File: src/rtl/calculadora_pkg.sv
// Shared definitions for the 8-bit calculator and its input sequencer:
// opcode values, sequencer state encoding and opcode validation.
package calculadora_pkg;

    localparam logic [2:0] ZERAR    = 3'b000;
    localparam logic [2:0] MOSTRA_A = 3'b001;
    localparam logic [2:0] MOSTRA_B = 3'b010;
    localparam logic [2:0] SOMAR    = 3'b011;
    localparam logic [2:0] SUBTRAIR = 3'b100;
    localparam logic [2:0] COD_MAX  = 3'b100;

    typedef enum logic [2:0] {
        ESPERA_A,
        ESPERA_B,
        ESPERA_COD,
        CALCULA,
        RESULTADO
    } estado_t;

    // A byte is a legal opcode only if its upper bits are clear and it names a known operation.
    function automatic logic opcode_valido(input logic [7:0] b);
        return (b[7:3] == 5'd0) && (b[2:0] <= COD_MAX);
    endfunction

endpackage

File: src/rtl/sequenciador_calculadora_if.sv
// Byte-stream handshake into the sequencer (A, B, opcode) plus the
// request to reuse the previous result as operand A.
interface sequenciador_calculadora_if;

    logic [7:0] dado_in;
    logic       dado_valido;
    logic       dado_pronto;
    logic       usar_ultimo;

    modport master (
        output dado_in,
        output dado_valido,
        output usar_ultimo,
        input  dado_pronto
    );

    modport slave (
        input  dado_in,
        input  dado_valido,
        input  usar_ultimo,
        output dado_pronto
    );

endinterface

File: src/rtl/temporizador_inatividade.sv
// Idle-cycle counter: flags estouro on the idle cycle that would bring the
// count to TIMEOUT. TIMEOUT = 0 builds no counter at all.
module temporizador_inatividade #(
    parameter int TIMEOUT = 1000
) (
    input  logic clk,
    input  logic rst,
    input  logic contar,
    input  logic limpar,
    output logic estouro
);

    generate
        if (TIMEOUT > 0) begin : g_contador
            localparam int W = (TIMEOUT > 1) ? $clog2(TIMEOUT) : 1;

            logic [W-1:0] contagem;

            assign estouro = contar && (contagem == W'(TIMEOUT - 1));

            always_ff @(posedge clk or posedge rst) begin
                if (rst) begin
                    contagem <= '0;
                end else if (limpar || estouro) begin
                    contagem <= '0;
                end else if (contar) begin
                    contagem <= contagem + 1'b1;
                end
            end
        end else begin : g_sem_contador
            assign estouro = 1'b0;
        end
    endgenerate

endmodule

File: src/rtl/sequenciador_calculadora.sv
// Collects A, B and opcode from a byte stream, drives them registered into
// the combinational calculator and captures its output one cycle later.
//
// state      | meaning
// ESPERA_A   | waiting for operand A (byte, or previous result via usar_ultimo)
// ESPERA_B   | waiting for operand B; idle timeout armed
// ESPERA_COD | waiting for opcode; idle timeout armed
// CALCULA    | calculator inputs settled; capture saida_calc at closing edge
// RESULTADO  | resultado_valido high for this cycle
module sequenciador_calculadora
    import calculadora_pkg::*;
#(
    parameter int TIMEOUT = 1000
) (
    input  logic                         clk,
    input  logic                         rst,
    sequenciador_calculadora_if.slave    fluxo,
    output logic [7:0]                   entrada_A,
    output logic [7:0]                   entrada_B,
    output logic [2:0]                   codigo,
    input  logic [7:0]                   saida_calc,
    output logic [7:0]                   resultado,
    output logic                         resultado_valido,
    output logic                         erro,
    output logic                         expirou
);

    estado_t estado, estado_prox;
    logic    pronto;
    logic    carrega_a_dado, carrega_a_ult, carrega_b, carrega_cod, captura;
    logic    contar, limpar, estouro;
    logic    erro_pend;

    assign fluxo.dado_pronto = pronto;

    // Idle only counts while waiting for B or opcode and nothing is offered.
    assign contar = ((estado == ESPERA_B) || (estado == ESPERA_COD)) && !fluxo.dado_valido;
    assign limpar = (estado_prox != estado);

    temporizador_inatividade #(.TIMEOUT(TIMEOUT)) u_temporizador (
        .clk     (clk),
        .rst     (rst),
        .contar  (contar),
        .limpar  (limpar),
        .estouro (estouro)
    );

    always_ff @(posedge clk or posedge rst) begin
        if (rst) begin
            estado <= ESPERA_A;
        end else begin
            estado <= estado_prox;
        end
    end

    always_comb begin
        estado_prox    = estado;
        pronto         = 1'b0;
        carrega_a_dado = 1'b0;
        carrega_a_ult  = 1'b0;
        carrega_b      = 1'b0;
        carrega_cod    = 1'b0;
        captura        = 1'b0;
        case (estado)
            ESPERA_A: begin
                pronto = ~fluxo.usar_ultimo;
                if (fluxo.usar_ultimo) begin
                    carrega_a_ult = 1'b1;
                    estado_prox   = ESPERA_B;
                end else if (fluxo.dado_valido) begin
                    carrega_a_dado = 1'b1;
                    estado_prox    = ESPERA_B;
                end
            end
            ESPERA_B: begin
                pronto = 1'b1;
                if (fluxo.dado_valido) begin
                    carrega_b   = 1'b1;
                    estado_prox = ESPERA_COD;
                end else if (estouro) begin
                    estado_prox = ESPERA_A;
                end
            end
            ESPERA_COD: begin
                pronto = 1'b1;
                if (fluxo.dado_valido) begin
                    carrega_cod = 1'b1;
                    estado_prox = CALCULA;
                end else if (estouro) begin
                    estado_prox = ESPERA_A;
                end
            end
            CALCULA: begin
                captura     = 1'b1;
                estado_prox = RESULTADO;
            end
            RESULTADO: begin
                estado_prox = ESPERA_A;
            end
            default: begin
                estado_prox = ESPERA_A;
            end
        endcase
    end

    always_ff @(posedge clk or posedge rst) begin
        if (rst) begin
            entrada_A        <= 8'h00;
            entrada_B        <= 8'h00;
            codigo           <= ZERAR;
            resultado        <= 8'h00;
            resultado_valido <= 1'b0;
            erro             <= 1'b0;
            erro_pend        <= 1'b0;
            expirou          <= 1'b0;
        end else begin
            if (carrega_a_ult) begin
                entrada_A <= resultado;
            end else if (carrega_a_dado) begin
                entrada_A <= fluxo.dado_in;
            end
            if (carrega_b) begin
                entrada_B <= fluxo.dado_in;
            end
            // An illegal opcode becomes ZERAR so the calculator output is a clean 0x00.
            if (carrega_cod) begin
                if (opcode_valido(fluxo.dado_in)) begin
                    codigo    <= fluxo.dado_in[2:0];
                    erro_pend <= 1'b0;
                end else begin
                    codigo    <= ZERAR;
                    erro_pend <= 1'b1;
                end
            end
            if (captura) begin
                resultado <= saida_calc;
                erro      <= erro_pend;
            end
            resultado_valido <= captura;
            expirou          <= estouro;
        end
    end

endmodule

File: src/flat_wrapper.sv
// flat-port wrapper written by rule: the top's interface ports become plain ports
module sequenciador_calculadora_flat import calculadora_pkg::*;
#(
    parameter int TIMEOUT = 1000
)
  (clk, rst, entrada_A, entrada_B, codigo, saida_calc, resultado, resultado_valido, erro, expirou, fluxo_dado_in, fluxo_dado_valido, fluxo_usar_ultimo, fluxo_dado_pronto);
  sequenciador_calculadora_if fluxo_i ();
  input  logic clk;
  input  logic rst;
  output logic [7:0] entrada_A;
  output logic [7:0] entrada_B;
  output logic [2:0] codigo;
  input  logic [7:0] saida_calc;
  output logic [7:0] resultado;
  output logic resultado_valido;
  output logic erro;
  output logic expirou;
  input wire logic [$bits(fluxo_i.dado_in)-1:0] fluxo_dado_in;
  input wire logic [$bits(fluxo_i.dado_valido)-1:0] fluxo_dado_valido;
  input wire logic [$bits(fluxo_i.usar_ultimo)-1:0] fluxo_usar_ultimo;
  output wire logic [$bits(fluxo_i.dado_pronto)-1:0] fluxo_dado_pronto;
  assign fluxo_i.dado_in = fluxo_dado_in;
  assign fluxo_i.dado_valido = fluxo_dado_valido;
  assign fluxo_i.usar_ultimo = fluxo_usar_ultimo;
  assign fluxo_dado_pronto = fluxo_i.dado_pronto;
  sequenciador_calculadora #(.TIMEOUT(TIMEOUT)) u_core (.clk(clk), .rst(rst), .fluxo(fluxo_i), .entrada_A(entrada_A), .entrada_B(entrada_B), .codigo(codigo), .saida_calc(saida_calc), .resultado(resultado), .resultado_valido(resultado_valido), .erro(erro), .expirou(expirou));
endmodule
File: config.mk
export PLATFORM = sky130hd
export DESIGN_NAME = sequenciador_calculadora_flat
export DESIGN_NICKNAME = d
export VERILOG_FILES = /design/src/rtl/calculadora_pkg.sv /design/src/rtl/sequenciador_calculadora_if.sv /design/src/rtl/temporizador_inatividade.sv /design/src/rtl/sequenciador_calculadora.sv /design/src/flat_wrapper.sv
export SDC_FILE = /design/constraint.sdc
export NUM_CORES = 1
export LEC_CHECK = 0
export BUFFER_PORTS_ARGS = -buffer_cell sky130_fd_sc_hd__buf_2
export CORE_UTILIZATION = 47
export DETAILED_ROUTE_END_ITERATION = 10
export GPL_TIMING_DRIVEN = 0
export HOLD_SLACK_MARGIN = 0.06
export PLACE_DENSITY = 0.85
export SLEW_MARGIN = 20
export SYNTH_ARGS = -nofsm -noshare
export SYNTH_HDL_FRONTEND = slang
export SYNTH_SLANG_ARGS = --single-unit
export TNS_END_PERCENT = 20
File: constraint.sdc
create_clock -name clk -period 1.3 [get_ports clk]
set_input_delay 0.195 -clock clk [delete_from_list [all_inputs] [get_ports clk]]
set_output_delay 0.195 -clock clk [all_outputs]
set_load 0.005 [all_outputs]
Word level (Yosys, flattened, before mapping). Cells that the tools add are included.

$add $sub $neg: 1. Magnitude comparators: 1. Equal/unequal tests: 5. Multiplexer cells: 21. Bitwise gates (word level): 1. Reductions and logical operators: 11.

Operators by type and width (number): 10-bit two-way mux (2); 3-bit two-way mux (6); 8-bit two-way mux (2); 3-bit case mux with 4 select lines (1); 10-bit by 1-bit adder with 10-bit output, second input constant (1); 10-bit equality test, second input constant (1); 1-bit two-way mux (9); 3-bit by 2-bit equality test with 1-bit output, second input constant (2); 5-bit zero test (1); 2-bit nonzero test (2); 3-bit by 1-bit equality test with 1-bit output, second input constant (1); 3-bit less-or-equal comparator, second input constant (1); 1-bit logical AND (3); 3-bit zero test (1); 3-bit != test (1); 1-bit logical OR (2); 1-bit case mux with 2 select lines (1); 2-bit OR reduction (1); 1-bit zero test (1); 1-bit inverter (1).

Register bits after elaboration: 44. Bits of input ports: 20.

Longest topological paths before layout. Gate-level depths: netlist (run 1).

Word-level depth: 10. Gate-level depth with buffers: 5. Gate-level depth less buffers: 5.

By module. From an unflattened synthesis (run 1), not the netlist that was laid out.

Cells, all modules: 186. Area, all modules: 2050.7 sq um.

Modules (own cells, without submodules): sequenciador_calculadora (instances 1, cells each 132, area each 1535.2 sq um); temporizador_inatividade (instances 1, cells each 54, area each 515.5 sq um).

Worst setup path after synthesis (run 1). No wires, ideal clock.

Path type: reg-to-reg. Start point: register u_core.u_temporizador.g_contador.contagem[0]. End point: register u_core.u_temporizador.g_contador.contagem[1]. Data arrival time: 1.334 ns. Required time: 1.217 ns. Path slack: -0.117 ns. Cell stages (with the launch flop): 6. Clock period less this slack: 1.417 ns. Path through: dfrtp_1 -> ha_1 -> and4bb_2 -> nand4_1 -> nand4_1 -> a21oi_1.

Cells in the longest elaborated chain, start to end: 8. Elaborated cells on any way between the ends: 12. Those cells by class: add/sub (1); eq/ne (2); mux (6); reduce/logical (3).

RTL lines: start, declared (RTL line temporizador_inatividade.sv:17) `logic [W-1:0] contagem;`; start signal, assigned (RTL line temporizador_inatividade.sv:27) `contagem <= contagem + 1'b1;`; 10-bit equality test (RTL line temporizador_inatividade.sv:19) `assign estouro = contar && (contagem == W'(TIMEOUT - 1));`; 1-bit logical AND (RTL line temporizador_inatividade.sv:19); 3-bit two-way mux (RTL line sequenciador_calculadora.sv:80, sequenciador_calculadora.sv:89); 3-bit two-way mux (on tied branches) (RTL line sequenciador_calculadora.sv:86, sequenciador_calculadora.sv:77); 3-bit case mux with 4 select lines (RTL line sequenciador_calculadora.sv:64) `case (estado)`; 3-bit != test (RTL line sequenciador_calculadora.sv:38) `assign limpar = (estado_prox != estado);`; 1-bit logical OR (RTL line temporizador_inatividade.sv:24) `end else if (limpar || estouro) begin`; 10-bit two-way mux or 2-bit nonzero test (tied branches).

Parallel ways exist; a longest one is shown, timed or not. The select of a mux whose other input is x is not followed. A chain may end at the register's enable or synchronous reset.

Worst setup path after layout (run 1).
Start point: register u_core.estado[1]. End point: output fluxo_dado_pronto.

Cells in the longest elaborated chain, start to end: 3. Elaborated cells on any way between the ends: 5. Those cells by class: eq/ne (2); mux (1); reduce/logical (2).

RTL lines: start, declared (RTL line sequenciador_calculadora.sv:28) `estado_t estado, estado_prox;`; start signal, assigned (RTL line sequenciador_calculadora.sv:52) `estado <= estado_prox;`; 3-bit by 2-bit equality test with 1-bit output or 3-bit by 1-bit equality test with 1-bit output (tied branches) (RTL line sequenciador_calculadora.sv:64); 2-bit OR reduction (no source line); 1-bit case mux with 2 select lines * (RTL line sequenciador_calculadora.sv:64); end, declared (RTL line flat_wrapper.sv:21) `output wire logic [$bits(fluxo_i.dado_pronto)-1:0] fluxo_dado_pronto;`.

Mark *: on every way between the ends. The rest lies on a longest branch, timed or not.

==> results of run 1 <==
-- report_power, final --
| group | internal (µW) | leakage (µW) | switching [µW] |
|---|---|---|---|
| Combinational | 1220 | 0.000723 | 1200 |
| Sequential | 1840 | 0.000554 | 376 |
| Clock | 570 | 0.0000552 | 452 |
| Total | 3630 | 0.00133 | 2030 |
-- worst paths after layout --
path,endpoint,cells after the start
hold / removal,u_core.resultado[2]$_DFFE_PP0P_,3
hold reg to reg,u_core.entrada_A[5]$_DFFE_PP0P_,2
max in group asynchronous,u_core.estado[1]$_DFF_PP0_,4
setup / recovery,fluxo_dado_pronto,5
setup reg to reg,u_core.u_temporizador.g_contador.contagem[1]$_DFFE_PP0P_,6
min in group asynchronous,u_core.resultado[5]$_DFFE_PP0P_,3
-- worst reg2reg max path, delay by kind of cell (launching register included) --
family,cells,cell delay [ns]
buffers and inverters,1,0.20
adders and majority gates,1,0.18
AOI/OAI and AO/OA,1,0.09
DFF,1,0.40
and+or+nand+nor,3,0.56
-- routing by layer --
| layer | global-route usage, % | up-vias | share of wire, % |
|---|---|---|---|
| met3 | 7.877 | 13 | 7.4 |
| li1 | - | 796 | - |
| met2 | 37.76 | 76 | 52 |
| met4 | 10.11 | 0 | 2.2 |
| met5 | 0 | - | 0 |
| met1 | 28.67 | 836 | 39 |
-- cell families after synthesis --
family / after synthesis
AOI/OAI and AO/OA: 31
xor gates and xnor gates: 10
adders and majority gates: 1
buffers and inverters: 12
DFF: 44
muxes: 8
and+or+nand+nor: 81
-- layout make-up --
type	count	area [µm²]	share of cell area [%]
tap	50	62.56	2.379
timing repair buffer	66	385.4	14.65
inverter	6	22.52	0.8563
clock inverter	2	35.03	1.332
sequential	44	1104	41.96
clock buffer	6	72.57	2.759
multi-input combinational	131	908.4	34.54
buffer	6	40.04	1.522
-- Yosys cell counts (2+ instances only) --
cell type | instances | area, µm²
dfrtp_1 | 44 | 1101
nand2_1 | 37 | 138.9
nor2_1 | 12 | 45.04
o21ai_0 | 10 | 50.05
xor2_1 | 10 | 87.58
mux2_2 | 8 | 90.09
a21oi_1 | 7 | 35.03
nand4_1 | 7 | 43.79
o22ai_1 | 6 | 37.54
a22oi_1 | 5 | 37.54
buf_2 | 5 | 25.02
inv_1 | 5 | 18.77
nand3_1 | 5 | 25.02
nor2b_1 | 5 | 31.28
a22o_1 | 3 | 26.28
and4_1 | 2 | 17.52
-- stage by stage --
stage          std cells  hold WS [ns]  setup TNS (ns)  util, %  instance area [µm²]
3_3_place_gp         287        0.3852          -25.88    57.18                 2287
5_1_grt              311       0.09188          -8.691    65.75                 2630
4_1_cts              305       0.08375          -3.013    63.53                 2541
2_1_floorplan        187        0.3004         -0.4669        -                 1974
3_5_place_dp         288        0.1401          -6.924    57.68                 2307
6_report             311       0.08528          -6.217    65.75                 2630
-- state kept, by name, indices dropped and copies added, names as in the netlist --
register / flops
u_core.entrada_A: 8
u_core.resultado: 8
u_core.codigo: 3
u_core.erro: 1
u_core.expirou: 1
u_core.u_temporizador.g_contador.contagem: 10
u_core.entrada_B: 8
u_core.estado: 3
u_core.resultado_valido: 1
u_core.erro_pend: 1
-- what timing repair did --
item                       in CTS  in global routing
hold buffers                    1                  0
pin swaps                      14                  6
gates resized for setup        19                 10
setup endpoints to repair      42                 42
hold endpoints to repair       10                  0
buffers inserted                8                  6
==> summary.md, run 1 <==
| Metric | Value |
|---|---|
| Status | finished, violations left |
| Failing checks | setup timing |
| Most common cell after layout, fill and taps aside | buf_2 |
| P per Cell Area | 2152 mW/mm² |
| Die span in y | 66.51 µm |
| Hold Startpoint | saida_calc[2] |
| Total track usage | 23.48% |
| Sequential-to-total area share from yosys stat | 56.30% |
| Final slew viol count | 0 |
| Nets | 281 |
| Top delay family on crit path | flip-flops |
| Post-Syn Nets | 208 |
| Drt pass-1 iters | 4 |
| Drt drc | 0 |
| Synthesized instance count | 187 |
| Static leakage | 0.001332 µW |
| Synth Area in Compound Gates | 9.533% |
| Final clock skew | 0.008287 ns |
| # fillers | 289 |
| Library cells used by synthesis | 32 |
| Root Buffer | clkbuf_8 |
| Vias | 1,721 |
| Die area | 0.004423 mm² |
| Worst Path Required | 1.11 ns |
| Detailed Route WL | 5.017 mm |
| Vias in the first global route | 1,580 |
| CP max-delay cell | dfrtp_2 |
| Setup slack, reg-to-reg | -0.21 ns |
| Post-synthesis simple-gate area fraction | 21.82% |
| Gr ovfl total | 0 |
| Placer Congestion | 0.8104 |
| Ant. Diodes | 0 |
| First-pass GRT wire length | 7.486 mm |
| Max-cap violation count | 0 |
| Maximum vdd ir drop | 1.189 mV |
| Post-place setup slack | -0.4355 ns |
| Initial drt markers | 128 |
| Io pins | 51 |
| Die X | 66.51 µm |
| EDFF count, synth | 0 |
| Post-Synth XOR/XNOR Area | 4.479% |
| Initial Util | 48.89% |
| Post-synth ARST share | 100.0% |
| Synth Warn # | 0 |
| Core ar. | 0.004000 mm² |
| CTS Buf Count | 5 |
| Startpoint Class | flip-flop |
| Worst Tran Pin Value | 0.4795 ns |
| Worst setup path startpoint | u_core.estado[1]$_DFF_PP0_ |
| Routed wire per std cell | 16.13 µm |
| Mean Syn Cell Area | 10.46 µm² |
| CTS tree | built |
| Period utilization | 116.0% |
| Largest family of logic cells by synthesized area | simple AND/OR/NAND/NOR gates |
| Vias per cell | 5.534 |
| Initial antenna violation count | 0 |
| Critical Path End Type | output port |
| Max clock buf depth | 2 |
| Clock transition at path regs | 0.08 ns |
| Final worst slack | -0.2083 ns |
| Crit-path cells | nor2_4 > nand2_2 > nand2_1 > nor2_1 > buf_2 |
| Top_reg_cell synth | dfrtp_1 |
| Worst Path Arrival | 1.31 ns |
| Slowest cell delay on critical path | 0.50 ns |
| Syn Std Cell Area | 0.001956 mm² |
| Final Hold Vio Count | 0 |
| Largest net degree at the start of global routing | 35 |
| Setup violations, final | 42 |
| Post-synthesis mux area share | 4.607% |
| Most frequent cells in the layout | buf_2 (52), dfrtp_1 (42), nand2_1 (35) |
| Cell row count | 23 |
| Seq cells post-synth | 44 |
| Final Power | 5661 µW |
| Hold Crit Class | in2reg |
| Worst rel slew slack | 68.04% |
| CTS Sinks | 44 |
| Antenna Nets Post-Route | 0 |
| Worst path bufs/invs | 1 |
| Critical Path Fanout Max | 7 |
| Clk Latency, worst-skew pair | 0.29 ns |
| Fin crit period | 1.508 ns |
| Max frequency | 0.6630 GHz |
| Post-DP HPWL | 3.113 mm |
| Port bufs | 50 |
| Setup repair after global routing missed its margin | yes |
| Reg2reg start | u_core.u_temporizador.g_contador.contagem[0]$_DFFE_PP0P_ |
| Critical path class | reg2out |
| Post-synthesis adder-cell area fraction | 0.6398% |
| Htree depth | 2 |
| Share of cells above drive strength 1 | 41.38% |
| Synth-to-layout area growth | 34.48% |
(Power assumes the default switching activity.)
==> inputs of run 2 (changes only) <==
- CELL_PAD_IN_SITES_DETAIL_PLACEMENT: default -> 1
- CELL_PAD_IN_SITES_GLOBAL_PLACEMENT: default -> 2
- CORE_UTILIZATION: 47 -> 29
- PLACE_DENSITY: 0.85 -> default
- PLACE_DENSITY_LB_ADDON: default -> 0.08
==> run 2 against run 1 <==
The flow finishes with violations (DRC, setup timing). Critical endpoint is now u_core.u_temporizador.g_contador.contagem[3]$_DFFE_PP0P_. Clock power shrank 17%. Non-clock buffer count up 1. Global-route usage shrank 6.6 points. Total power is 2.0% higher. Largest power group unchanged. Critical path depth up 1. Final cell count grew 8.7%. Sequential share of layout area fell by 1.5 points.
==> summary.md, run 2 (synthesis results as in run 1) <==
| Metric | Value |
|---|---|
| Final clock skew | 0.006845 ns (-0.001442 ns) |
| Cell row count | 29 (+26%) |
| Critical path class | reg2reg |
| TNS Setup | -3.713 ns (+2.504 ns) |
| Static leakage | 0.001359 µW (+2.0%) |
| Post-DP HPWL | 3.763 mm (+21%) |
| Initial antenna violation count | 0 (unchanged) |
| Final worst slack | -0.1684 ns (+0.03989 ns) |
| Final slew viol count | 0 (unchanged) |
| Drt drc | 2 (+2) |
| CP max-delay cell | dfrtp_2 |
| # fillers | 757 (+160%) |
| Die X | 84.12 µm (+26%) |
| Startpoint Class | flip-flop |
| Root Buffer | clkbuf_8 |
| Detailed Route WL | 5.420 mm (+8.0%) |
| Antenna Nets Post-Route | 0 (unchanged) |
| Multi-input logic area | 952.2 µm² (+4.8%) |
| Initial drt markers | 39 (-70%) |
| CTS Buf Count | 5 (unchanged) |
| Gr ovfl total | 0 (unchanged) |
| Reg area | 0.001104 mm² (unchanged) |
| Setup repair after global routing missed its margin | yes |
| Nets | 282 (+0.36%) |
| Final Cell Area | 0.002726 mm² (+3.7%) |
| P per Cell Area | 2117 mW/mm² (-1.6%) |
| Port bufs | 50 (unchanged) |
| Failing checks | DRC, setup timing |
| First-pass GRT wire length | 9.211 mm (+23%) |
| Ant. Diodes | 0 (unchanged) |
| Core ar. | 0.006422 mm² (+61%) |
| Status | finished, violations left |
| Top delay family on crit path | flip-flops |
| Final Power | 5772 µW (+2.0%) |
| Share of cells above drive strength 1 | 44.83% (+3.4 points) |
| Hold Crit Class | in2reg |
| Setup violations, final | 33 (-21%) |
| CTS Sinks | 44 (unchanged) |
| Die area | 0.007076 mm² (+60%) |
| Slowest cell delay on critical path | 0.47 ns (-0.03 ns) |
| Placer Congestion | 0.6780 (-16%) |
| Largest net degree at the start of global routing | 24 (-31%) |
| Worst rel slew slack | 64.77% (-3.3 points) |
| Maximum vdd ir drop | 0.8847 mV (-26%) |
| Max reg flops | 10 (unchanged) |
| Most common cell after layout, fill and taps aside | buf_2 |
| Critical Path End Type | flip-flop |
| Most frequent cells in the layout | buf_2 (51), dfrtp_1 (42), nand2_1 (29) |
| Reg with most FFs | u_core.u_temporizador.g_contador.contagem |
| Htree depth | 2 (unchanged) |
| Clock transition at path regs | 0.09 ns (about the same) |
| Critical Path Fanout Max | 5 (-2) |
| Worst Tran Pin Value | 0.5284 ns (+0.04897 ns) |
| Initial Util | 30.45% (-18 points) |
| Vias per cell | 4.891 (-12%) |
| Routed wire per std cell | 16.04 µm (-0.60%) |
| Max-cap violation count | 0 (unchanged) |
| WHS | 0.07809 ns (-0.007188 ns) |
| Drt pass-1 iters | 9 (+5) |
| Worst path bufs/invs | 2 (+1) |
| Max clock buf depth | 2 (unchanged) |
| Period utilization | 113.0% (-3.1 points) |
| CTS tree | built |
| Worst Path Required | 1.49 ns (+0.38 ns) |
| Vias in the first global route | 1,774 (+12%) |
| Final Hold Vio Count | 0 (unchanged) |
| Fin crit period | 1.468 ns (-0.03989 ns) |
| Area post-placement | 0.002341 mm² (+1.5%) |
| Crit-path cells | buf_4 > xor2_4 > buf_6 > nand3_1 > xor2_1 > nor2_1 |
| Io pins | 51 (unchanged) |
| Synth-to-layout area growth | 39.41% |
| Vias | 1,653 (-4.0%) |
| Worst Path Arrival | 1.66 ns (+0.35 ns) |
| Max frequency | 0.6810 GHz (+2.7%) |
| Clk Latency, worst-skew pair | 0.30 ns (about the same) |
| Die span in y | 84.12 µm (+26%) |
| Total track usage | 16.85% (-6.6 points) |
| Setup slack, reg-to-reg | -0.17 ns (+0.04 ns) |
run 2: cell count changes in the layout (fill, tap and decap cells not counted), moves of 2 or more:
| cell | before | now |
|---|---|---|
| o22ai_2 | 1 | 3 |
| buf_4 | 16 | 10 |
| nand2_1 | 35 | 29 |
| nor2_1 | 8 | 10 |
| nand2_2 | 2 | 7 |
| o22ai_1 | 5 | 3 |
| buf_6 | 1 | 8 |
run 2: report_power, final:
group,internal [µW],total (µW),switching [µW]
Combinational,1430,2690,1260
Clock,365,850,485
Sequential,1840,2230,393
Total,3640,5770,2140
run 2: tightest hold or removal path: cells and delay by family:
kind                   cells  cell delay (ns)
buffers and inverters      1             0.07
and+or+nand+nor            2             0.08
run 2: stage by stage:
step	utilization [%]	std cells	setup slack, ns
detailed placement	36.45	315	-0.6219
global route	42.45	338	-0.2215
floorplan	-	187	-0.06922
global placement	36.14	314	-0.8029
finish	42.45	338	-0.1684
CTS	41.38	336	-0.1431
run 2: path summary, 6_finish.rpt:
path                                                 start                                                        to  cells past startpoint
setup / recovery                u_core.estado[1]$_DFF_PP0_  u_core.u_temporizador.g_contador.contagem[3]$_DFFE_PP0P_                      6
hold / removal                               saida_calc[4]                           u_core.resultado[4]$_DFFE_PP0P_                      3
setup reg to reg                u_core.estado[1]$_DFF_PP0_  u_core.u_temporizador.g_contador.contagem[3]$_DFFE_PP0P_                      6
hold reg to reg            u_core.entrada_A[6]$_DFFE_PP0P_                           u_core.entrada_A[6]$_DFFE_PP0P_                      2
max in group asynchronous                              rst                           u_core.entrada_B[2]$_DFFE_PP0P_                      4
min in group asynchronous                              rst                         u_core.resultado_valido$_DFF_PP0_                      3
run 2: metal layers:
metal  part of all wire, %  vias to the layer above  global-route usage, %
met5                     0                        -                      0
met3                   3.7                        5                  3.956
li1                      -                      792                      -
met1                    47                      828                  22.70
met2                    48                       28                  26.75
met4                   1.1                        0                  5.643
run 2: repair_timing:
action | CTS | global route
pin swaps | 5 | 6
endpoints found under the setup margin | 42 | 43
buffers inserted | 12 | 2
hold buffers | 1 | 0
endpoints found under the hold margin | 21 | 0
cloned | 1 | 0
gates resized for setup | 35 | 15
run 2: layout make-up:
type	instances	share of cell area (%)
repair buffers	67	15.10
flip-flops and latches	44	40.48
multi-input cells	131	34.92
clock inverters	2	0.4589
inverters	6	0.8720
well taps	77	3.534
clock buffers	5	2.524
plain buffers	6	2.111
